--- src/rtl/uart_pkg.sv ---
// Shared UART definitions: frame defaults and transmitter/receiver FSM encoding.
package uart_pkg;

  // Default frame format: 8 data bits, 50 MHz clock at 9600 baud.
  localparam int NB_DATA_DEF      = 8;
  localparam int CLKS_PER_BIT_DEF = 5208;

  // 2-bit FSM encoding, kept explicit so the receiver and glue logic can share it.
  typedef enum logic [1:0] {
    IDLE  = 2'd0,
    START = 2'd1,
    DATA  = 2'd2,
    STOP  = 2'd3
  } uart_state_t;

endpackage

--- src/rtl/uart_tx.sv ---
// UART transmitter: start bit, NB_DATA data bits LSB-first, one stop bit.
// Every output is a register, so the TX pin never glitches on next-state logic.
module uart_tx
  import uart_pkg::*;
#(
  parameter int NB_DATA      = NB_DATA_DEF,
  parameter int CLKS_PER_BIT = CLKS_PER_BIT_DEF
) (
  input  logic               clk,
  input  logic               rst_n,
  input  logic               tx_start,
  input  logic [NB_DATA-1:0] tx_data,
  output logic               tx,
  output logic               tx_busy,
  output logic               tx_done
);

  localparam int CNT_W = (CLKS_PER_BIT > 1) ? $clog2(CLKS_PER_BIT) : 1;
  localparam int BIT_W = (NB_DATA > 1) ? $clog2(NB_DATA) : 1;

  localparam logic [CNT_W-1:0] CNT_LAST = CNT_W'(CLKS_PER_BIT - 1);
  localparam logic [CNT_W-1:0] CNT_ONE  = CNT_W'(1);
  localparam logic [BIT_W-1:0] BIT_LAST = BIT_W'(NB_DATA - 1);
  localparam logic [BIT_W-1:0] BIT_ONE  = BIT_W'(1);

  uart_state_t        r_state, w_state_next;
  logic [CNT_W-1:0]   r_cnt, w_cnt_next;
  logic [BIT_W-1:0]   r_bit, w_bit_next;
  logic [NB_DATA-1:0] r_shift, w_shift_next;
  logic               r_tx, w_tx_next;
  logic               r_busy, w_busy_next;
  logic               r_done, w_done_next;
  logic               w_bit_end;

  // The current serial bit has been held for its full CLKS_PER_BIT cycles.
  assign w_bit_end = (r_cnt == CNT_LAST);

  // State and output registers; reset drops the frame and idles the line high.
  always_ff @(posedge clk or negedge rst_n) begin
    if (!rst_n) begin
      r_state <= IDLE;
      r_cnt   <= '0;
      r_bit   <= '0;
      r_shift <= '0;
      r_tx    <= 1'b1;
      r_busy  <= 1'b0;
      r_done  <= 1'b0;
    end else begin
      r_state <= w_state_next;
      r_cnt   <= w_cnt_next;
      r_bit   <= w_bit_next;
      r_shift <= w_shift_next;
      r_tx    <= w_tx_next;
      r_busy  <= w_busy_next;
      r_done  <= w_done_next;
    end
  end

  // Next-state and next-output logic; tx_done is a pulse, so it defaults low.
  always_comb begin
    w_state_next = r_state;
    w_cnt_next   = r_cnt;
    w_bit_next   = r_bit;
    w_shift_next = r_shift;
    w_tx_next    = r_tx;
    w_busy_next  = r_busy;
    w_done_next  = 1'b0;

    case (r_state)
      IDLE: begin
        w_tx_next   = 1'b1;
        w_busy_next = 1'b0;
        if (tx_start) begin
          // Capture the word now; later tx_data changes cannot affect the frame.
          w_shift_next = tx_data;
          w_state_next = START;
          w_tx_next    = 1'b0;
          w_busy_next  = 1'b1;
          w_cnt_next   = '0;
        end
      end

      START: begin
        if (w_bit_end) begin
          w_state_next = DATA;
          w_tx_next    = r_shift[0];
          w_bit_next   = '0;
          w_cnt_next   = '0;
        end else begin
          w_cnt_next = r_cnt + CNT_ONE;
        end
      end

      DATA: begin
        if (w_bit_end) begin
          w_cnt_next = '0;
          if (r_bit == BIT_LAST) begin
            w_state_next = STOP;
            w_tx_next    = 1'b1;
          end else begin
            // Drive the next bit straight from the pre-shift register.
            w_shift_next = r_shift >> 1;
            w_tx_next    = r_shift[1];
            w_bit_next   = r_bit + BIT_ONE;
          end
        end else begin
          w_cnt_next = r_cnt + CNT_ONE;
        end
      end

      STOP: begin
        if (w_bit_end) begin
          w_state_next = IDLE;
          w_busy_next  = 1'b0;
          w_done_next  = 1'b1;
          w_cnt_next   = '0;
        end else begin
          w_cnt_next = r_cnt + CNT_ONE;
        end
      end

      default: begin
        w_state_next = IDLE;
        w_tx_next    = 1'b1;
        w_busy_next  = 1'b0;
      end
    endcase
  end

  assign tx      = r_tx;
  assign tx_busy = r_busy;
  assign tx_done = r_done;

endmodule

--- config.mk ---
export PLATFORM = sky130hd
export DESIGN_NAME = uart_tx
export DESIGN_NICKNAME = d
export VERILOG_FILES = /design/src/rtl/uart_pkg.sv /design/src/rtl/uart_tx.sv
export SDC_FILE = /design/constraint.sdc
export NUM_CORES = 1
export LEC_CHECK = 0
export CAP_MARGIN = 25
export CORE_MARGIN = 2
export CORE_UTILIZATION = 42
export CTS_BUF_LIST = sky130_fd_sc_hd__clkbuf_4 sky130_fd_sc_hd__clkbuf_8 sky130_fd_sc_hd__clkbuf_16
export CTS_CLUSTER_SIZE = 40
export DETAILED_ROUTE_END_ITERATION = 16
export PLACE_DENSITY = 0.6
export SYNTH_ARGS = -nofsm -noshare
export SYNTH_HDL_FRONTEND = slang
export SYNTH_SLANG_ARGS = --single-unit
--- constraint.sdc ---
create_clock -name clk -period 2.2 [get_ports clk]
set_input_delay 0.33 -clock clk [delete_from_list [all_inputs] [get_ports clk]]
set_output_delay 0.33 -clock clk [all_outputs]
set_load 0.05 [all_outputs]
### Word level (Yosys, flattened, before mapping)

Index checks and enable logic that the tools add are counted.

| storage, ports and cells | value |
|---|---|
| register bits | 29 |
| output and inout port bits | 3 |

| operators by class | value |
|---|---|
| add/subtract/negate cells | 2 |
| equal/unequal tests | 11 |
| mux-type cells | 27 |
| reduce and logical (&&, ||, !) cells | 11 |

Operators with widths:

| operator | count |
|---|---|
| two-way mux 13 bit | 2 |
| case mux 13 bit (2 select lines) | 1 |
| two-way mux 8 bit | 3 |
| case mux 8 bit (2 select lines) | 1 |
| adder 13 x 1 -> 13 bit, second input constant | 1 |
| == test 13 bit, second input constant | 1 |
| inequality test 2 bit, second input constant | 6 |
| two-way mux 2 bit | 5 |
| two-way mux 3 bit | 3 |
| two-way mux 1 bit | 8 |
| case mux 2 bit (4 select lines) | 1 |
| AND reduction 4 bit | 2 |
| case mux 3 bit (2 select lines) | 1 |
| nonzero test 2 bit | 3 |
| AND reduction 5 bit | 1 |
| == test 2 bit, second input constant | 2 |
| adder 3 x 1 -> 3 bit, second input constant | 1 |
| == test 3 bit, second input constant | 1 |
| case mux 1 bit (3 select lines) | 1 |
| AND reduction 3 bit | 1 |
| nonzero test 3 bit | 1 |
| OR reduction 3 bit | 1 |
| == test 2 x 1 -> 1 bit, second input constant | 1 |
| zero test 2 bit | 1 |
| 2 further kinds | 2 |

### Logic depth before layout (Yosys ltp)

| depth | value |
|---|---|
| word-level depth | 4 |
| gate-level depth with buffers | 7 |

### Worst setup path after synthesis

OpenSTA, ideal clock, no wires.

| timing | value |
|---|---|
| path kind | register to register |
| start point | reg r_state[0] |
| end point | reg r_cnt[4] |
| library setup time | 0.125 ns |
| arrival time | 1.765 ns |
| path slack | 0.310 ns |
| stages on the path, launching flop included | 8 |
| path buffers | 1 |
| clock period less this slack | 1.890 ns |
| cells stage by stage | dfrtp_1 inv_1 ha_1 buf_1 clkinv_1 o31ai_4 o21ai_1 mux2_4 |

| on the way | value |
|---|---|
| word-level cells in the longest chain between the ends | 3 |
| elaborated cells between the ends (all ways) | 7 |

Ends and longest elaborated chain:

| element | RTL line | text |
|---|---|---|
| from (decl) | uart_tx.sv:26 | `uart_state_t r_state, w_state_next;` |
| from (signal assigned) | uart_tx.sv:49 | `r_state <= w_state_next;` |
| == test 2 bit or == test 2 x 1 -> 1 bit (tied branches) | uart_tx.sv:69 | `case (r_state)` |
| OR reduction 3 bit (no source line) | - |  |
| case mux 13 bit (2 select lines) | uart_tx.sv:69 |  |
| to (signal assigned) | uart_tx.sv:50 | `r_cnt <= w_cnt_next;` |
| to (decl) | uart_tx.sv:27 | `logic [CNT_W-1:0] r_cnt, w_cnt_next;` |

Parallel ways exist; a longest one is shown, timed or not.
A chain may end at the register's enable or synchronous reset.

### Worst setup path after layout

| timing | value |
|---|---|
| start point | reg r_cnt[0] |
| end point | reg r_shift[2] |

| on the way | value |
|---|---|
| word-level cells in the longest chain between the ends | 3 |

Ends and longest elaborated chain:

| element | RTL line | text |
|---|---|---|
| == test 13 bit | uart_tx.sv:36 | `assign w_bit_end = (r_cnt == CNT_LAST);` |
| inequality test 2 bit (no source line) | - |  |
| AND reduction 4 bit (no source line) | - |  |
| to (signal assigned) | uart_tx.sv:52 | `r_shift <= w_shift_next;` |
| to (decl) | uart_tx.sv:29 | `logic [NB_DATA-1:0] r_shift, w_shift_next;` |

No other way between the ends.

==> reports/qor.yml <==
sta:
  fin_ws_ns: 0.103
  min_period_over_period: 0.953
  maxSlewHeadroom: 0.661
  slew_viol_final: 0
  hold_ws_ns: 0.418
  setup_violations: 0
  fmax_mhz: 477
  hold_violations: 0
  worst_pin_slew_ns: 0.507
  rsz0062_at_grt: "false"
  skew_ns: 0.00785
  min_period_ns: 2.10
  tns_ns: 0
place:
  placed_area_um2: 1980
  portBuffers: 13
  post-place-cells: 246
  hpwl_um: 2890
  place_worst_setup_slack_ns: 0.124
  gp_congestion: 0.864
power_and_ir_drop:
  powerDensity_nw_per_um2: 512
  power_mw: 1.06
  p_leak_nw: 0.855
  vdd_drop_max_v: 0.000221
routing:
  drtIter0Drc: 148
  post-route-drc-count: 0
  wl_per_cell_um: 16.2
  first_pass_iters: 4
  antenna_left: 0
  vias: 1506
  avgViaCountPerCell: 5.93
  drt_wl_total_um: 4110
min_path:
  timing.hold.worst.class: "input pin to asynchronous set/reset pin"
worst_setup_path:
  crit_required_ns: 2.36
  reg2regPathDepth: 5
  crit_chain: "ha_1 -> and4b_1 -> nand3_2 -> a221o_1 -> a221o_1"
  arrival_ns: 2.26
  r2r-end: "r_shift[2]"
  cp-end-kind: "register"
  rrSetupSlack_ns: 0.10
  critPathKind: "register to register"
  path_max_fanout: 7
  cp-start-kind: "register"
  cpMaxStageDelayCell: "a221o_1"
  critical-path-max-stage-delay_ns: 0.45
  regToRegStartpoint: "r_cnt[0]"
  cp_common_cell: "a221o_1"
global_routing:
  grtUsageTotal: 0.197
  grt_pass1_wl_um: 6640
  antenna_found_initial: 0
  busiest_layer: "met2"
  grt_pass1_vias: 1359
  grt_max_degree: 30
  use_met2: 0.296
  grt_overflow: 0
  grtUsageMet1: 0.268
  grt_use_met3: 0.0444
final_layout:
  fin_area_um2: 2080
  area_growth_pct: 19.3
  mostFrequentLayoutCells: "dfrtp_1, nand2_1, nand3_1"
  layout_commonest_cell: "dfrtp_1"
  final_cells: 254
  final_nets: 222
  final_util: 0.519
  drive_above_1_share: 0.147
  antennaDiodeCount: 0
cts:
  cts_root_buf: "clkbuf_8"
  htree_levels: 2
  ctsResizeCount: 0
  clkSinkCount: 29
  cts_tree: "yes"
  cts_buffers: 5
  post_cts_buffers: 0
  clock_path_buffers: 2
  ctsHoldBuffers: 0
  cts.clk_slew.worst_paths_ns: 0.07
  clk_latency_ns: 0.29
synth:
  netlist_area_um2: 1740
  yosysTopAreaCell: "dfrtp_1"
  ys_async_sr_fraction: 1.00
  synth_area_leaders: "dfrtp_1, ha_1, a221o_1, nand3_1, nand2_1"
  syn_nets: 200
  syn_area_per_cell_um2: 9.62
  ys_seq_area_frac: 0.417
  synth_seq_cells: 29
  yosysWarnings: 0
  synth_cell_type_count: 43
  synth-edff-count: 0
  synthFlopType: "dfrtp_1"
  yosysTopAreaCellShare: 0.402
  synthCells: 181
floorplan:
  die_x_um: 68.4
  core_area_um2: 4000
  initial_core_util: 0.435
  fp.dieArea_um2: 4680
  row_count: 23
  die_y_um: 68.4
  io_pins: 14
run:
  drv_cap: 0
outcome:
  status: "finished clean"
==> synthesized netlist by cell type, types with 4 or more instances <==
| cell | number |
|---|---|
| inv_1 | 4 |
| a221o_1 | 9 |
| nand3_1 | 15 |
| and3_1 | 5 |
| nand2_1 | 18 |
| nand2b_1 | 4 |
| nor2_1 | 8 |
| dfrtp_1 | 28 |
| ha_1 | 8 |
| clkbuf_1 | 6 |
| nor3_1 | 4 |
| a22o_1 | 4 |
| o21ai_0 | 12 |
| a21oi_1 | 9 |
==> critical path, delay by kind of cell (launching register included) <==
kind | cells | cell delay, ns
compound gates | 2 | 0.85
simple gates | 2 | 0.45
flops | 1 | 0.39
fa+ha+maj | 1 | 0.28
==> state kept, by name, indices dropped and copies added, names as in the netlist <==
signal and cells:
r_bit 3, r_cnt 13, r_shift 8, r_state 2, tx 1, tx_busy 1
tx_done 1
==> layer usage <==
metal  vias up  share of wire
met5         -              0
met4         0          0.017
met3         8          0.047
met2        44           0.45
met1       721           0.48
li1        733              -
==> kinds of logic (layout without fill, tap and decap cells) <==
| family | Yosys count | count (layout) | share of synthesized area |
|---|---|---|---|
| buffers and inverters | 12 | 35 | 0.0259 |
| AO/OA/AOI/OAI | 51 | 51 | 0.210 |
| flip-flops | 29 | 29 | 0.417 |
| AND/OR/NAND/NOR | 75 | 75 | 0.250 |
| multiplexers | 6 | 6 | 0.0388 |
| adder cells (fa/ha/maj) | 8 | 8 | 0.0575 |
==> final cells by class <==
type / instances / area, um2
fill: 353 / 1920
multi-input combinational: 140 / 970
tap: 50 / 62.6
sequential: 29 / 727
timing repair buffer: 22 / 198
inverter: 5 / 18.8
clock inverter: 1 / 5.00
clock buffer: 7 / 96.3
==> worst max path at each step <==
stage | startpoint | end | slack, ns | cells past startpoint
finish | r_cnt[0] | r_shift[2] | 0.10 | 5
global route | r_cnt[0] | r_shift[2] | 0.03 | 5
CTS | r_cnt[0] | r_shift[2] | 0.12 | 5
detailed placement | r_cnt[0] | r_shift[2] | 0.12 | 5
global placement | r_cnt[0] | r_shift[3] | 0.20 | 5
floorplan | r_state[0] | r_cnt[4] | 0.31 | 7
==> power breakdown <==
group          total, mW  internal, mW  switching (mW)
clock network      0.494         0.282           0.212
registers          0.533         0.533               0
logic             0.0363        0.0196          0.0168
Note: power is estimated with default switching activity, not from simulation.
